## config.mk

```make
export PLATFORM = sky130hd
export DESIGN_NAME = pwm_dac
export DESIGN_NICKNAME = d
export VERILOG_FILES = /design/src/rtl/pwm_dac.sv
export SDC_FILE = /design/constraint.sdc
export NUM_CORES = 1
export LEC_CHECK = 0
export ABC_AREA = 0
export BUFFER_PORTS_ARGS = -buffer_cell sky130_fd_sc_hd__buf_2
export CAP_MARGIN = 10
export CORE_MARGIN = 2
export CORE_UTILIZATION = 45
export CTS_BUF_LIST = sky130_fd_sc_hd__clkbuf_8
export DETAILED_ROUTE_END_ITERATION = 16
export PLACE_DENSITY = 0.68
export SETUP_SLACK_MARGIN = 0.05
export SKIP_LAST_GASP = 1
export SLEW_MARGIN = 20
export SYNTH_ARGS = -nofsm -noshare
export SYNTH_HDL_FRONTEND = slang
export SYNTH_SLANG_ARGS = --single-unit
```

## constraint.sdc

```tcl
create_clock -name clk -period 2.53 [get_ports clk]
set_input_delay 0.6325 -clock clk [delete_from_list [all_inputs] [get_ports clk]]
set_output_delay 0.6325 -clock clk [all_outputs]
set_load 0.02 [all_outputs]
```

## src/rtl/pwm_dac.sv

```systemverilog
// Amplitude-scaled PWM DAC: latches one scaled sample per frame and emits a single-bit
// PWM stream for an RC-filtered board DAC, pulsing sample_req at every load/frame boundary.
module pwm_dac #(
  parameter int WIDTH    = 8,
  parameter int PRESCALE = 1
) (
  input  logic             clk,
  input  logic             rst,
  input  logic             en,
  input  logic [WIDTH-1:0] wave,
  input  logic [WIDTH-1:0] amp,
  output logic             pwm_out,
  output logic             sample_req,
  output logic             busy
);

  localparam int PW = (PRESCALE > 1) ? $clog2(PRESCALE) : 1;
  localparam logic [PW-1:0] PRE_LAST = PW'(PRESCALE - 1);

  typedef enum logic [1:0] {IDLE, LOAD, RUN} state_t;

  state_t           state, state_nx;
  logic [WIDTH-1:0] cnt, cnt_nx;
  logic [WIDTH-1:0] duty, duty_nx;
  logic [PW-1:0]    pre, pre_nx;
  logic             pwm_nx, req_nx, busy_nx;
  logic [WIDTH-1:0] scaled;
  logic             tick, frame_end;

  // amp+1 makes amp=all-ones a unity gain, so full scale stays full scale.
  function automatic logic [WIDTH-1:0] scale(input logic [WIDTH-1:0] w,
                                             input logic [WIDTH-1:0] a);
    logic [2*WIDTH:0] w_ext, a_ext, prod;
    w_ext = (2*WIDTH+1)'(w);
    a_ext = (2*WIDTH+1)'(a) + 1'b1;
    prod  = w_ext * a_ext;
    return prod[2*WIDTH-1:WIDTH];
  endfunction

  assign scaled    = scale(wave, amp);
  assign tick      = (pre == PRE_LAST);
  assign frame_end = tick && (cnt == '1);

  always_comb begin
    state_nx = state;
    cnt_nx   = cnt;
    pre_nx   = pre;
    duty_nx  = duty;
    pwm_nx   = pwm_out;
    req_nx   = 1'b0;
    busy_nx  = busy;
    case (state)
      IDLE: begin
        pwm_nx  = 1'b0;
        cnt_nx  = '0;
        pre_nx  = '0;
        busy_nx = 1'b0;
        if (en) state_nx = LOAD;
      end
      LOAD: begin
        duty_nx  = scaled;
        cnt_nx   = '0;
        pre_nx   = '0;
        req_nx   = 1'b1;
        busy_nx  = 1'b1;
        pwm_nx   = 1'b0;
        state_nx = en ? RUN : IDLE;
      end
      RUN: begin
        busy_nx = 1'b1;
        pwm_nx  = (cnt < duty);
        // A frame-end pulse still fires if en drops on that same clock.
        if (tick) begin
          pre_nx = '0;
          if (frame_end) begin
            cnt_nx  = '0;
            duty_nx = scaled;
            req_nx  = 1'b1;
          end else begin
            cnt_nx = cnt + 1'b1;
          end
        end else begin
          pre_nx = pre + 1'b1;
        end
        state_nx = en ? RUN : IDLE;
      end
      default: state_nx = IDLE;
    endcase
  end

  always_ff @(posedge clk or posedge rst) begin
    if (rst) begin
      state      <= IDLE;
      cnt        <= '0;
      pre        <= '0;
      duty       <= '0;
      pwm_out    <= 1'b0;
      sample_req <= 1'b0;
      busy       <= 1'b0;
    end else begin
      state      <= state_nx;
      cnt        <= cnt_nx;
      pre        <= pre_nx;
      duty       <= duty_nx;
      pwm_out    <= pwm_nx;
      sample_req <= req_nx;
      busy       <= busy_nx;
    end
  end

endmodule

```

==> results of run 1 <==
==> final cells by class <==
type,count,share of cell area
clock buffers,3,0.00951
clock inverters,1,0.00115
inverters,63,0.0545
multi-input cells,276,0.638
flip-flops and latches,21,0.121
well taps,99,0.0285
repair buffers,83,0.147
==> cells by family (layout without fill, tap and decap cells) <==
family          Yosys count  in the layout  share of synthesized area
simple gates            133            133                      0.208
xor+xnor                 19             19                     0.0504
mux                       3              3                     0.0133
buf+inv                  68            150                     0.0773
compound gates           36             36                     0.0784
flops                    21             21                      0.159
fa+ha+maj                85             85                      0.413
==> cells in the final DEF (no fill, tap or decap), types with 3 or more instances in the layout <==
| cell | count |
|---|---|
| and2_1 | 30 |
| inv_1 | 62 |
| fa_1 | 39 |
| a21oi_1 | 5 |
| nand2b_1 | 4 |
| buf_2 | 18 |
| ha_4 | 4 |
| nand3_1 | 4 |
| o21ai_0 | 5 |
| buf_6 | 4 |
| dfrtp_1 | 21 |
| a21o_1 | 4 |
| o21a_1 | 3 |
| ha_1 | 39 |
| clkbuf_8 | 3 |
| o31ai_1 | 4 |
| buf_4 | 57 |
| nand2_1 | 46 |
| nor2_1 | 10 |
| xor2_1 | 4 |
| and2_4 | 3 |
| nor2b_1 | 14 |
| o21ai_1 | 6 |
| nand2_2 | 3 |
| xnor2_1 | 8 |
| buf_12 | 3 |
==> tightest hold or removal path, cell delays in order, from the launching register on <==
cell     delay [ps]
dfrtp_1         350
nand2_1          50
o21ai_1          60
==> registers in the layout, summed over array words and instances (netlist names) <==
| register | cells |
|---|---|
| state | 2 |
| duty | 8 |
| busy | 1 |
| pwm_out | 1 |
| sample_req | 1 |
| cnt | 8 |
==> worst paths after layout <==
kind,start,to,slack [ps],cells past startpoint
max,amp[0],duty[7]$_DFFE_PP0P_,-2220,18
min,duty[6]$_DFFE_PP0P_,duty[6]$_DFFE_PP0P_,490,2
max reg2reg,cnt[0]$_DFFE_PP0P_,duty[7]$_DFFE_PP0P_,320,8
min reg2reg,duty[6]$_DFFE_PP0P_,duty[6]$_DFFE_PP0P_,490,2
max in group asynchronous,rst,duty[4]$_DFFE_PP0P_,1510,2
min in group asynchronous,rst,cnt[0]$_DFFE_PP0P_,510,2
==> power by group <==
group | internal [mW] | leakage, nW | switching (mW)
Combinational | 1.17 | 1.90 | 1.10
Clock | 0.110 | 0.0255 | 0.108
Sequential | 0.442 | 0.275 | 0.0649
==> repair_timing <==
item / CTS / global route
hold buffers: 0 / 0
buffers inserted: 8 / 2
endpoints found under the setup margin: 8 / 8
resized for setup: 21 / 5
pin swaps: 40 / 15
==> layer usage <==
metal	track usage	share of wire	vias up
met4	0.0190	0.0030	0
li1	-	-	1310
met3	0.0165	0.030	2
met1	0.243	0.46	1259
met5	0	0	-
met2	0.291	0.51	32
==> per-stage QoR <==
stage	hold slack [ps]	setup slack, ps
5_1_grt	521	-2390
6_report	493	-2220
3_5_place_dp	479	-2660
4_1_cts	497	-2240
3_3_place_gp	470	-2620
2_1_floorplan	449	-2300
==> impl_metrics.json, run 1 <==
{
  "fin_worst_skew_ps": 9.55,
  "wl_per_cell_um": 11.7,
  "die-area_um2": 8040,
  "grt_max_degree": 22,
  "worst_slack_ps": -2220,
  "grt_pass1_vias": 2531,
  "antenna_found_initial": 0,
  "antenna-diode-count": 0,
  "grt_usage": 0.170,
  "synth_common_cells": "inv_1 (62), nand2_1 (49), ha_1 (45), fa_1 (40), and2_1 (32)",
  "gp_congestion": 0.762,
  "critical_path_class": "primary input to register",
  "area_growth_pct": 31.5,
  "synth_area_um2": 3300,
  "yosys_register_bits": 21,
  "finalHoldViolCount": 0,
  "setup_viol": 8,
  "worst_ep_arrival_time_ps": 4880,
  "synth_top_area_frac": 0.243,
  "path_buf_inv": 3,
  "crit_top_cell": "fa_1",
  "yosysUniqueCellTypes": 41,
  "syn-num-nets": 469,
  "avgSynthCellArea_um2": 9.05,
  "endpoint_kind": "register",
  "overflow": 0,
  "final_area_um2": 4340,
  "irDropWorstVdd_mv": 0.373,
  "grt_setup_unrepaired": "yes",
  "place_hpwl_mm": 5.45,
  "drt_pass1_iterations": 4,
  "cts_root_buf": "clkbuf_8",
  "p_per_area_nw_per_um2": 691,
  "clock_latency_ps": 260,
  "clock.fmax_mhz": 211,
  "synth-edff-count": 0,
  "cp_max_fo": 5,
  "p_leak_nw": 2.20,
  "dp_cells": 532,
  "total_power_mw": 3.00,
  "cts_max_level": 1,
  "die_y_um": 89.7,
  "clk_pin_slew_ps": 70,
  "stdcell_count": 546,
  "cts_sinks": 21,
  "drv_cap": 0,
  "slew_violations": 0,
  "cp.required_ps": 2660,
  "crit_slowest_cell": "fa_1",
  "ios": 22,
  "cts_tree": "yes",
  "drc": 0,
  "regArea_um2": 526,
  "vias": 2603,
  "status": "finished with violations",
  "cp_cell_sequence": "buf_8 > and3_4 > nand3_4 > xnor2_4 > nand2_1 > fa_1 > fa_1 > inv_1 > fa_1 > fa_1 > ha_1 > a21oi_2 > buf_4 > a31oi_4 > o22ai_4 > o21ai_4 > and3_1 > or3_1",
  "period_share": 1.88,
  "num-fill-cells": 586,
  "violations": "negative setup slack",
  "nets": 552,
  "clockBufferDepth": 2,
  "yosys_warnings": 0,
  "worst_pin_slew_ps": 808,
  "grt_first_pass_wirelength_mm": 10.9,
  "setup_tns_ps": -16490,
  "drtAntennaViolNets": 0,
  "multi_input_area_um2": 2770,
  "fp-row-count": 31,
  "fp.coreArea_um2": 7180,
  "final_layout_size_suffix_gt1_frac": 0.284,
  "crit_path_start_kind": "primary input",
  "yosysMostFrequentCell": "inv_1",
  "die_w_um": 89.7,
  "viasPerCell": 4.77,
  "slew_headroom": 0.461,
  "wl_mm": 6.37,
  "yosys-top-cells-area": "fa_1 (24%), ha_1 (17%), dfrtp_1 (16%), inv_1 (7.0%), and2_1 (6.1%)",
  "start_util": 0.460,
  "hold_path_class": "register to register",
  "ys_seq_area_frac": 0.159,
  "async_flop_share": 1.00,
  "synth_flop_cell": "dfrtp_1",
  "cp_top_family": "adder cells",
  "synthCells": 365,
  "io_buffers": 21,
  "cts_buffers": 3,
  "yosys.area.top_type": "fa_1",
  "first_iter_violations": 82,
  "placed_area_um2": 4070,
  "cpPeakStageDelay_ps": 490,
  "final_util": 0.605,
  "fin_crit_ps": 4750
}
No activity file was read; power rests on OpenSTA's default activity.
==> run 2, diff against run 1 <==
--- a/config.mk
+++ b/config.mk
@@ -13,6 +13,7 @@
 export CTS_BUF_LIST = sky130_fd_sc_hd__clkbuf_8
 export DETAILED_ROUTE_END_ITERATION = 16
 export PLACE_DENSITY = 0.68
+export REMOVE_ABC_BUFFERS = 1
 export SETUP_SLACK_MARGIN = 0.05
 export SKIP_LAST_GASP = 1
 export SLEW_MARGIN = 20
==> run 2 against run 1 <==
- the flow still finishes with violations (negative setup slack)
- die area is the same
- first-iteration DRC count shrank 4.9%
- sequential cell count is the same
- routed wire length grew 9.0%
- fmax grew 0.11%
- utilization grew 0.23 points
- critical path type unchanged
==> impl_metrics.json, run 2 (synthesis results as in run 1) <==
{
  "status": "finished with violations",
  "violations": "negative setup slack",
  "cp_cell_sequence": "buf_8 > ha_4 > nand3_4 > nor2_4 > xor2_1 > buf_4 > buf_4 > nand2_1 > fa_1 > fa_1 > fa_1 > fa_1 > inv_1 > ha_1 > or3_4 > o22ai_4 > o21ai_4 > and3_1 > or3_1",
  "crit_top_cell": "fa_1",
  "crit_slowest_cell": "fa_1",
  "setup_viol": 8,
  "cpPeakStageDelay_ps": 500,
  "worst_slack_ps": -2210,
  "cp.required_ps": 2670,
  "slew_violations": 0,
  "reg_top3": "cnt x8, duty x8, state x2",
  "drt_pass1_iterations": 4,
  "num-fill-cells": 588,
  "ios": 22,
  "grt_max_degree": 22,
  "cp_max_fo": 4,
  "crit_path_start_kind": "primary input",
  "grt_pass1_vias": 2792,
  "cts_buffers": 3,
  "wl_per_cell_um": 12.6,
  "viasPerCell": 4.83,
  "start_util": 0.460,
  "hold_path_class": "register to register",
  "nets": 558,
  "dp_slack_ps": -2770,
  "p_per_area_nw_per_um2": 725,
  "path_buf_inv": 4,
  "drc": 0,
  "mostFrequentLayoutCells": "buf_4 (66), inv_1 (62), nand2_1 (47)",
  "vias": 2666,
  "cts_root_buf": "clkbuf_8",
  "die-area_um2": 8040,
  "finalHoldViolCount": 0,
  "fin_crit_ps": 4740,
  "drtAntennaViolNets": 0,
  "clock_latency_ps": 260,
  "grt_setup_unrepaired": "yes",
  "cts_tree": "yes",
  "clock.fmax_mhz": 211,
  "fp.coreArea_um2": 7180,
  "final_area_um2": 4360,
  "fp-row-count": 31,
  "wl_mm": 6.94,
  "critical_path_class": "primary input to register",
  "worst_ep_arrival_time_ps": 4890,
  "clk_pin_slew_ps": 80,
  "slew_headroom": 0.455,
  "cts_hold_buf": 0,
  "die_w_um": 89.7,
  "gp_congestion": 0.761,
  "holdWs_ps": 489,
  "antenna-diode-count": 0,
  "irDropWorstVdd_mv": 0.368,
  "worst_pin_slew_ps": 817,
  "final_layout_size_suffix_gt1_frac": 0.305,
  "die_y_um": 89.7,
  "cts_max_level": 1,
  "layout_commonest_cell": "buf_4",
  "antenna_found_initial": 0,
  "first_iter_violations": 78,
  "clockBufferDepth": 2,
  "fin_worst_skew_ps": 3.54,
  "period_share": 1.88,
  "place_hpwl_mm": 5.31,
  "placed_area_um2": 3930,
  "cts_sinks": 21,
  "drv_cap": 0,
  "cp_top_family": "adder cells",
  "io_buffers": 21,
  "area_growth_pct": 32.0,
  "endpoint_kind": "register",
  "p_leak_nw": 2.21,
  "grt_first_pass_wirelength_mm": 12.0,
  "overflow": 0,
  "grt_usage": 0.187
}
run 2: final timing paths:
kind | startpoint | end | slack [ps] | depth (start not counted)
worst max-delay path | amp[0] | duty[7]$_DFFE_PP0P_ | -2210 | 19
worst min-delay path | duty[5]$_DFFE_PP0P_ | duty[5]$_DFFE_PP0P_ | 490 | 2
worst max register to register | cnt[0]$_DFFE_PP0P_ | duty[7]$_DFFE_PP0P_ | 330 | 8
worst min register to register | duty[5]$_DFFE_PP0P_ | duty[5]$_DFFE_PP0P_ | 490 | 2
max in group asynchronous | rst | cnt[1]$_DFFE_PP0P_ | 1500 | 2
min in group asynchronous | rst | state[0]$_DFFE_PP0P_ | 520 | 2
run 2: area by class of cell:
class                   count  area [um^2]  area share
clock buffers               3         41.3     0.00947
clock inverters             1         3.75    0.000861
inverters                  63          236      0.0543
multi-input cells         276         2780       0.637
flip-flops and latches     21          526       0.121
well taps                  99          124      0.0284
repair buffers             89          649       0.149
run 2: what timing repair did:
item / CTS / global route
pin swaps: 41 / 28
buffers inserted: 10 / 3
gates resized for setup: 48 / 6
endpoints found under the setup margin: 8 / 8
run 2: power by group:
part | leakage [nW] | switching, mW | internal (mW)
sequential | 0.275 | 0.0626 | 0.442
clock | 0.0269 | 0.109 | 0.108
combinational | 1.91 | 1.17 | 1.26
total | 2.21 | 1.35 | 1.81
run 2: stage by stage:
stage	total power, mW	setup TNS [ps]	std cells	utilization
2_1_floorplan	1.92	-18660	360	-
3_3_place_gp	2.50	-20430	535	0.547
3_5_place_dp	2.57	-21240	535	0.547
4_1_cts	3.10	-16900	549	0.599
5_1_grt	3.53	-18090	552	0.607
6_report	3.16	-16760	552	0.607
run 2: tightest hold or removal path: cells and delay by family (launching register included):
kind | cells | cell delay [ps]
flip-flops | 1 | 350
AO/OA/AOI/OAI | 1 | 60
AND/OR/NAND/NOR | 1 | 50
run 2: routing by layer:
layer / track usage / wire length [um] / up-vias
li1: - / - / 1314
met1: 0.249 / 3050 / 1329
met2: 0.334 / 3780 / 19
met3: 0.0219 / 84 / 4
met4: 0.0312 / 32 / 0
met5: 0 / 0 / -
